$ cat src/rtl/fpu_addsub_param.sv
// Parametrised multi-cycle floating-point adder/subtractor (RNE, FTZ, exception flags).
// Fixed five-cycle latency after launch; shares the start/busy/cmd_end handshake with the FPU top.
package pa_fpu;
  typedef enum logic [2:0] {
    op_add  = 3'd0,
    op_sub  = 3'd1,
    op_mul  = 3'd2,
    op_div  = 3'd3,
    op_sqrt = 3'd4
  } e_fpu_op;
endpackage

module fpu_addsub_param #(
  parameter int EXP_W = 8,
  parameter int MAN_W = 23
) (
  input  logic                   clk,
  input  logic                   srst_n,
  input  logic                   start,
  input  logic [EXP_W+MAN_W:0]   a_operand,
  input  logic [EXP_W+MAN_W:0]   b_operand,
  input  pa_fpu::e_fpu_op        operation,
  output logic [EXP_W+MAN_W:0]   ieee_packet_out,
  output logic [3:0]             flags,
  output logic                   cmd_end,
  output logic                   busy
);

  localparam int W   = 1 + EXP_W + MAN_W;
  localparam int GW  = MAN_W + 4;
  localparam int LZW = $clog2(GW);
  localparam int XW  = ((EXP_W > LZW) ? EXP_W : LZW) + 2;

  localparam logic [EXP_W-1:0] EXP_MAX = '1;
  localparam logic [XW-1:0]    EXP_LIM = XW'((1 << EXP_W) - 1);
  localparam logic [W-1:0]     QNAN    = {1'b0, EXP_MAX, 1'b1, {(MAN_W-1){1'b0}}};

  typedef enum logic [2:0] {S_IDLE, S_ALIGN, S_ADD, S_NORM, S_ROUND, S_DONE} state_t;

  state_t state, state_nx;
  logic   armed, launch;

  always_comb begin
    state_nx = state;
    launch   = 1'b0;
    busy     = 1'b0;
    cmd_end  = 1'b0;
    case (state)
      S_IDLE: begin
        if (start && armed) begin
          launch   = 1'b1;
          state_nx = S_ALIGN;
        end
      end
      S_ALIGN: begin busy = 1'b1; state_nx = S_ADD;   end
      S_ADD:   begin busy = 1'b1; state_nx = S_NORM;  end
      S_NORM:  begin busy = 1'b1; state_nx = S_ROUND; end
      S_ROUND: begin busy = 1'b1; state_nx = S_DONE;  end
      S_DONE:  begin busy = 1'b1; cmd_end = 1'b1; state_nx = S_IDLE; end
      default: state_nx = S_IDLE;
    endcase
  end

  always_ff @(posedge clk) begin
    if (!srst_n) begin
      state <= S_IDLE;
      armed <= 1'b1;
    end else begin
      state <= state_nx;
      if (launch)      armed <= 1'b0;
      else if (!start) armed <= 1'b1;
    end
  end

  logic [W-1:0]    a_q, b_q;
  pa_fpu::e_fpu_op op_q;

  always_ff @(posedge clk) begin
    if (launch) begin
      a_q  <= a_operand;
      b_q  <= b_operand;
      op_q <= operation;
    end
  end

  logic             a_s, b_s;
  logic [EXP_W-1:0] a_e, b_e;
  logic [MAN_W-1:0] a_m, b_m, a_mf, b_mf;
  logic             a_zero, b_zero, a_inf, b_inf, a_nan, b_nan, a_ge_b;
  logic [MAN_W:0]   a_sig, b_sig, big_sig, sml_sig;
  logic             big_s, sml_s;
  logic [EXP_W-1:0] big_e, sml_e, diff;
  logic [GW-1:0]    sml_ext, shifted, aligned;
  logic             sticky;

  always_comb begin
    a_s    = a_q[W-1];
    b_s    = b_q[W-1] ^ (op_q == pa_fpu::op_sub);
    a_e    = a_q[W-2:MAN_W];
    b_e    = b_q[W-2:MAN_W];
    a_m    = a_q[MAN_W-1:0];
    b_m    = b_q[MAN_W-1:0];
    a_zero = (a_e == '0);
    b_zero = (b_e == '0);
    a_inf  = (a_e == EXP_MAX) && (a_m == '0);
    b_inf  = (b_e == EXP_MAX) && (b_m == '0);
    a_nan  = (a_e == EXP_MAX) && (a_m != '0);
    b_nan  = (b_e == EXP_MAX) && (b_m != '0);
    // Subnormals carry exp==0, so dropping their fraction flushes them to signed zero.
    a_mf   = a_zero ? '0 : a_m;
    b_mf   = b_zero ? '0 : b_m;
    a_sig  = {~a_zero, a_mf};
    b_sig  = {~b_zero, b_mf};
    a_ge_b = ({a_e, a_mf} >= {b_e, b_mf});
    big_s   = a_ge_b ? a_s   : b_s;
    big_e   = a_ge_b ? a_e   : b_e;
    big_sig = a_ge_b ? a_sig : b_sig;
    sml_s   = a_ge_b ? b_s   : a_s;
    sml_e   = a_ge_b ? b_e   : a_e;
    sml_sig = a_ge_b ? b_sig : a_sig;
    diff    = big_e - sml_e;
    sml_ext = {sml_sig, 3'b000};
    shifted = sml_ext >> diff;
    sticky  = |(sml_ext & ~({GW{1'b1}} << diff));
    aligned = {shifted[GW-1:1], shifted[0] | sticky};
  end

  logic         sp_valid;
  logic [W-1:0] sp_res;
  logic [3:0]   sp_flags;

  always_comb begin
    sp_valid = 1'b0;
    sp_res   = '0;
    sp_flags = '0;
    if ((op_q != pa_fpu::op_add) && (op_q != pa_fpu::op_sub)) begin
      sp_valid = 1'b1;
      sp_res   = QNAN;
      sp_flags = 4'b1000;
    end else if (a_nan || b_nan) begin
      sp_valid = 1'b1;
      sp_res   = QNAN;
    end else if (a_inf && b_inf) begin
      sp_valid = 1'b1;
      if (a_s != b_s) begin
        sp_res   = QNAN;
        sp_flags = 4'b1000;
      end else begin
        sp_res = {a_s, EXP_MAX, {MAN_W{1'b0}}};
      end
    end else if (a_inf) begin
      sp_valid = 1'b1;
      sp_res   = {a_s, EXP_MAX, {MAN_W{1'b0}}};
    end else if (b_inf) begin
      sp_valid = 1'b1;
      sp_res   = {b_s, EXP_MAX, {MAN_W{1'b0}}};
    end else if (a_zero && b_zero) begin
      sp_valid = 1'b1;
      sp_res   = {a_s & b_s, {(W-1){1'b0}}};
    end
  end

  logic             x_sign, x_sub;
  logic [EXP_W-1:0] x_exp;
  logic [GW-1:0]    x_big, x_sml;
  logic             sp_q;
  logic [W-1:0]     sp_res_q;
  logic [3:0]       sp_flags_q;
  logic [GW:0]      sum_q;
  logic [GW-1:0]    n_sig_d, n_sig_q;
  logic [XW-1:0]    n_exp_d, n_exp_q;
  logic             n_zero_q;
  logic [LZW-1:0]   lzc;

  always_comb begin
    lzc = '0;
    for (int unsigned i = 0; i < GW; i++)
      if (sum_q[i]) lzc = LZW'(GW - 1 - i);
  end

  always_comb begin
    if (sum_q[GW]) begin
      n_sig_d = {sum_q[GW:2], sum_q[1] | sum_q[0]};
      n_exp_d = XW'(x_exp) + XW'(1);
    end else begin
      n_sig_d = sum_q[GW-1:0] << lzc;
      n_exp_d = XW'(x_exp) - XW'(lzc);
    end
  end

  always_ff @(posedge clk) begin
    case (state)
      S_ALIGN: begin
        x_sign     <= big_s;
        x_sub      <= big_s ^ sml_s;
        x_exp      <= big_e;
        x_big      <= {big_sig, 3'b000};
        x_sml      <= aligned;
        sp_q       <= sp_valid;
        sp_res_q   <= sp_res;
        sp_flags_q <= sp_flags;
      end
      S_ADD: sum_q <= x_sub ? ({1'b0, x_big} - {1'b0, x_sml})
                            : ({1'b0, x_big} + {1'b0, x_sml});
      S_NORM: begin
        n_sig_q  <= n_sig_d;
        n_exp_q  <= n_exp_d;
        n_zero_q <= (sum_q == '0);
      end
      default: ;
    endcase
  end

  logic             g_bit, r_bit, s_bit, inc;
  logic [MAN_W+1:0] rnd;
  logic [MAN_W-1:0] r_man;
  logic [XW-1:0]    r_exp;
  logic [W-1:0]     res_d;
  logic [3:0]       flags_d;

  always_comb begin
    g_bit = n_sig_q[2];
    r_bit = n_sig_q[1];
    s_bit = n_sig_q[0];
    inc   = g_bit & (r_bit | s_bit | n_sig_q[3]);
    rnd   = {1'b0, n_sig_q[GW-1:3]} + (MAN_W+2)'(inc);
    r_man = rnd[MAN_W+1] ? rnd[MAN_W:1] : rnd[MAN_W-1:0];
    r_exp = n_exp_q + XW'(rnd[MAN_W+1]);
    res_d   = '0;
    flags_d = '0;
    if (sp_q) begin
      res_d   = sp_res_q;
      flags_d = sp_flags_q;
    end else if (n_zero_q) begin
      res_d = '0;
    end else if (n_exp_q[XW-1] || (n_exp_q == '0)) begin
      res_d   = {x_sign, {(W-1){1'b0}}};
      flags_d = 4'b0011;
    end else if (r_exp >= EXP_LIM) begin
      res_d   = {x_sign, EXP_MAX, {MAN_W{1'b0}}};
      flags_d = 4'b0101;
    end else begin
      res_d   = {x_sign, r_exp[EXP_W-1:0], r_man};
      flags_d = {3'b000, g_bit | r_bit | s_bit};
    end
  end

  always_ff @(posedge clk) begin
    if (!srst_n) begin
      ieee_packet_out <= '0;
      flags           <= '0;
    end else if (state == S_ROUND) begin
      ieee_packet_out <= res_d;
      flags           <= flags_d;
    end
  end

endmodule

$ cat config.mk
export PLATFORM = sky130hd
export DESIGN_NAME = fpu_addsub_param
export DESIGN_NICKNAME = d
export VERILOG_FILES = /design/src/rtl/fpu_addsub_param.sv
export SDC_FILE = /design/constraint.sdc
export NUM_CORES = 1
export LEC_CHECK = 0
export CAP_MARGIN = 25
export CORE_MARGIN = 4
export CORE_UTILIZATION = 55
export DETAILED_ROUTE_END_ITERATION = 10
export PLACE_DENSITY_LB_ADDON = 0.3
export SYNTH_ARGS = -nofsm -noshare
export SYNTH_HDL_FRONTEND = slang
export SYNTH_SLANG_ARGS = --single-unit
$ cat constraint.sdc
create_clock -name clk -period 5.7 [get_ports clk]
set_input_delay 0.57 -clock clk [delete_from_list [all_inputs] [get_ports clk]]
set_output_delay 0.57 -clock clk [all_outputs]
set_load 0.01 [all_outputs]
* Yosys cells after proc, flatten, opt, wreduce, memory -nomap -nowiden *
Index checks and enable logic that the tools add are counted.
Widths: inputs -> output; s select.

cells by class
  add/sub/neg operators = 7
  $lt $le $gt $ge = 2
  equality and inequality tests = 12
  shift operators = 3
  muxes and demuxes = 64
  bitwise operators = 15
  reductions and logical operators = 25

operators by type and width
  operator               count
  $mux 32                7
  $mux 5                 27
  $mux 23                3
  $mux 31                2
  $mux 24                2
  $logic_not 23->1       2
  $reduce_bool 23->1     2
  $ge 31x31->1           1
  $add 27x27->28         1
  $logic_not 28->1       1
  $mux 28                1
  $sub 27x27->28         1
  $and 27x27->27         1
  $not 27->27            1
  $reduce_or 27->1       1
  $shl 27x5->27          1
  $shl 27x8->27 const A  1
  $shr 27x8->27          1
  $mux 26                1
  $add 24x1->25          1
  $eq 8x8->1 const B     2
  $logic_not 8->1        2
  $mux 4                 4
  $mux 8                 2
  28 further kinds       60

storage, ports and cells
  register bits = 271
  input port bits = 70

* Depth between registers and ports, before layout *
  depth in word-level cells = 29
  mapped depth = 28
  gate-level depth less buffers = 24

* Least setup slack after synthesis *
OpenSTA, ideal clock, no wires.

  path kind = reg2reg
  start point = register b_q[24]
  end point = register x_sml[0] (data pin)
  library setup time = 0.275 ns
  arrival time = 5.682 ns
  setup slack = -0.257 ns
  cell stages (with the launch flop) = 28
  clock period less this slack = 5.957 ns
  cell sequence = edfxtp_1 or4_1 buf_6 or2_1 clkbuf_1 clkbuf_1 nand2_1 ha_1 nand4_1 nor4_1 and2_1 nand4_1 or3_4 and4_1 a22oi_2 ha_1 nand2_1 nand2_1 a2111oi_0 a311o_1 a21oi_1 nor3_1 or3_1 and2_4 buf_6 o31a_1 a2111oi_2 nand4_1

between the ends
  longest elaborated chain between the ends = 10
  elaborated cells on any way between the ends = 14

RTL lines
  element                    RTL line  text
  start: declaration         75        logic [W-1:0] a_q, b_q;
  start signal: assignment   81        b_q <= b_operand;
  $logic_not 8->1            104       b_zero = (b_e == '0);
  $mux 23                    111       b_mf = b_zero ? '0 : b_m;
  $ge 31x31->1               114       a_ge_b = ({a_e, a_mf} >= {b_e, b_mf});
  $mux 8 (on tied branches)  116, 119
  $sub 8x8->8                121       diff = big_e - sml_e;
  $shl 27x8->27              124       sticky = |(sml_ext & ~({GW{1'b1}} << diff));
  $not 27->27                124
  $and 27x27->27             124
  $reduce_or 27->1           124
  $or 1x1->1 (*)             125       aligned = {shifted[GW-1:1], shifted[0] | sticky};
  named net aligned[0]       93        logic [GW-1:0] sml_ext, shifted, aligned;
  end signal: assignment     198       x_sml <= aligned;
  end: declaration           165       logic [GW-1:0] x_big, x_sml;

Mark *: on every way through the listed nets, which the timed path passes. The rest lies on a longest branch.
A chain may end at the register's enable or synchronous reset.

* Worst setup path in the final report *
  start point = register b_q[28]
  end point = register x_sml[10] (data pin)

between the ends
  longest elaborated chain between the ends = 6
  elaborated cells on any way between the ends = 9

RTL lines
  element                    RTL line  text
  $logic_not 8->1            104
  $mux 23                    111
  $ge 31x31->1               114
  $mux 8 (on tied branches)  116, 119
  $sub 8x8->8                121
  $shr 27x8->27 (*)          123       shifted = sml_ext >> diff;

Every way passes the cells marked *; elsewhere a longest branch is shown, timed or not.

==> impl_metrics.env <==
export IMPL_synth_cell_types=96
export IMPL_required_ps=6090
export IMPL_status="complete, but fails checks"
export IMPL_instances_no_fill=2416
export IMPL_synth_cells=1795
export IMPL_drt_iter0_markers=1428
export IMPL_p_leak_nw=7.899
export IMPL_grt_usage_pct=29.27
export IMPL_synth_edff_count=199
export IMPL_max_slew_margin_rel_pct=34.00
export IMPL_synth_ff_type="edfxtp_1"
export IMPL_dieArea_sq_um=33510
export IMPL_cap_violations=0
export IMPL_cts_made_buffers=27
export IMPL_diodes=0
export IMPL_grt_start_max_net_pins=68
export IMPL_place_area_sq_um=19330
export IMPL_r2r_end="x_sml[10]"
export IMPL_synth_most_common_cell="edfxtp_1"
export IMPL_post_drt_wl_per_cell_um=21.34
export IMPL_postLayoutSetupSlackWorst_ps=-29.65
export IMPL_pin_count=108
export IMPL_syn_area_per_cell_sq_um=9.391
export IMPL_endpoint="x_sml[10]"
export IMPL_crit_type="register to register"
export IMPL_wl_met3_mm=3.356
export IMPL_firstDrtPassIters=7
export IMPL_top_layer="met5"
export IMPL_clock_tree_root_cell="clkbuf_16"
export IMPL_crit_fanout=11
export IMPL_h_tree_depth=1
export IMPL_antenna_found_initial=1
export IMPL_area_delta_synth_final_pct=23.13
export IMPL_portBuffers=107
export IMPL_fin_crit_sh_pct=100.5
export IMPL_via_count=15220
export IMPL_reg2reg_from="b_q[28]"
export IMPL_power_density_nw_per_um2=351.7
export IMPL_syn_nets=1952
export IMPL_max_freq_mhz=174.5
export IMPL_failed_checks="negative setup slack"
export IMPL_pre_cts_ws_ps=-319.9
export IMPL_dp_cells=2353
export IMPL_die_w_um=183.1
export IMPL_design_area_sq_um=20750
export IMPL_clk_latency_ps=540
export IMPL_drtAntennaViolNets=0
export IMPL_grt_pass1_wl_mm=78.37
export IMPL_drv_slew=0
export IMPL_synth_area_sq_um=16860
export IMPL_viasPerCell=6.298
export IMPL_clock_path_buffers=3
export IMPL_first_global_vias=14340
export IMPL_vdd_drop_max_mv=0.2975
export IMPL_cts_reportedPaths_clkPinSlew_ps=70
export IMPL_fin_skew_ps=27.53
export IMPL_r2r_cells=26
export IMPL_synth_top_cell_area_share_pct=35.45
export IMPL_ff2ff_setup_slack_ps=-30
export IMPL_wl_met2_mm=25.05
export IMPL_hold_buffers=0
export IMPL_drive_above_1_share_pct=17.97
export IMPL_grt_overflow_total=0
export IMPL_dp_hpwl_mm=39.79
export IMPL_nFillCells=2329
export IMPL_rsz0062_at_grt="true"
export IMPL_utilization_pct=69.29
export IMPL_place_gp_congestion=0.9799
export IMPL_numClockSinks=239
export IMPL_initial_core_util_pct=56.27
export IMPL_endpoint_kind="register"
export IMPL_ys_warn_count=0
export IMPL_hold_path_class="register to register"
export IMPL_holdPathStages=2
export IMPL_hold_viol_final=0
export IMPL_yosysTopAreaCell="edfxtp_1"
export IMPL_setup_violations=1
export IMPL_fin_nets=2162
export IMPL_synth_seq_cells=239
export IMPL_worst_pin_slew_ps=988.9
export IMPL_synth_area_leaders="edfxtp_1 (35%), ha_1 (6.3%), dfxtp_1 (4.8%)"
export IMPL_arrival_ps=6120
export IMPL_cts_tree="done"
export IMPL_met1Wirelength_mm=20.55
export IMPL_num_rows=63
export IMPL_finalCriticalPeriod_ps=5730
export IMPL_seq_area_frac_synth_pct=40.20
export IMPL_critPathLaunchType="register"
export IMPL_drc=0
export IMPL_die_y_um=183.1
export IMPL_synthTopCellsByCount="edfxtp_1 (199), nand2_1 (192), nor2_1 (151)"
export IMPL_cp_startpoint="b_q[28]"
export IMPL_core_sq_um=29950
export IMPL_wl_mm=51.57
export IMPL_synthArstFlopShare_pct=0
==> registers in the layout, summed over array words and instances (netlist names), 4 cells and up <==
name and cells:
a_q 32, b_q 32, flags 4, ieee_packet_out 32
n_exp_q 10, n_sig_q 27, sum_q 28, x_big 24
x_exp 8, x_sml 27
==> how the worst min path moves through the flow <==
| stage | end | from | slack, ps |
|---|---|---|---|
| 3_3_place_gp | flags[2] | flags[2] | 440 |
| 5_1_grt | flags[0] | flags[0] | 500 |
| 3_5_place_dp | flags[0] | flags[0] | 460 |
| 6_report | flags[0] | flags[0] | 470 |
| 4_1_cts | flags[0] | flags[0] | 460 |
| 2_1_floorplan | flags[2] | flags[2] | 480 |
==> logic make-up after synthesis <==
group,after synthesis,synth area share [%]
and+or+nand+nor,612,17.28
DFF,239,40.20
buffers and inverters,206,4.817
muxes,93,8.083
xor gates and xnor gates,66,3.429
adders and majority gates,90,6.725
AOI/OAI and AO/OA,489,19.46
==> metrics by stage <==
stage	power (mW)	hold WS [ps]	setup TNS [ps]
after floorplan	4.217	476.2	-189.3
after global placement	5.311	444.7	-168.6
after detailed placement	5.325	455.2	-989.2
after CTS	7.049	464.7	0
after global routing	7.649	498.9	-1826
final	7.299	465.4	-29.65
==> cell type report <==
class	count	area, sq um	share of cell area, %
Tap cell	390	488.0	2.351
Clock buffer	39	783.3	3.774
Timing Repair Buffer	288	2536	12.22
Clock inverter	11	93.84	0.4521
Inverter	99	371.6	1.790
Multi-Input combinational cell	1350	9706	46.76
Sequential cell	239	6777	32.65
==> what timing repair did <==
action,in CTS,in global routing
gates cloned,0,3
setup endpoints to repair,13,25
setup buffers,2,10
gates resized for setup,16,71
pin swaps,9,30
==> critical path, stage by stage, from the launching register on <==
cell and delay [ps]:
edfxtp_1 380, or4_4 560, or2_4 350, buf_4 210
nand2_1 120, ha_1 230, and2_1 150, buf_4 130
buf_4 120, nand3_1 110, and3b_1 220, buf_4 140
o211ai_4 80, a22oi_2 200, ha_2 210, nand2_2 60
nand2_2 70, a2111oi_2 40, a311o_1 420, buf_4 180
o32ai_2 300, a22oi_2 150, and2_4 240, buf_12 150
or4_1 470, a21o_1 200, a21oi_2 130
==> per-layer routing <==
metal / global-route usage, % / up-vias
met4: 12.04 / 2
met2: 50.52 / 656
li1: - / 7159
met1: 37.64 / 7263
met3: 3.392 / 135
met5: 0 / -
==> placed cells by master, fill, tap and decap left out, types with 12 or more instances in the layout <==
master	Yosys	layout
dfxtp_1	40	40
mux2i_1	45	45
or3_1	15	13
mux2_2	15	15
mux4_2	33	33
a211oi_1	23	15
nand3_1	42	42
xor2_1	26	25
a21oi_1	110	102
nor2_1	151	150
and2_1	23	23
buf_4	1	167
o31ai_1	15	14
nand4_1	18	18
nor4_1	30	24
o21ai_1	12	13
inv_1	95	95
o21ai_0	114	113
ha_1	85	81
nand2b_1	18	18
a221oi_1	16	13
edfxtp_1	199	199
xnor2_1	40	36
a31oi_1	24	23
clkdlybuf4s50_1	0	107
nor3_1	59	54
a22oi_1	20	19
o211ai_1	12	12
clkbuf_16	0	31
and3_1	18	17
o21bai_1	13	13
nand2_1	192	183
==> power by group <==
part           switching [mW]  internal, mW
logic                    1.93          1.35
registers               0.163          2.16
clock network           0.690          1.00
Power figures use the tool's default switching activity.
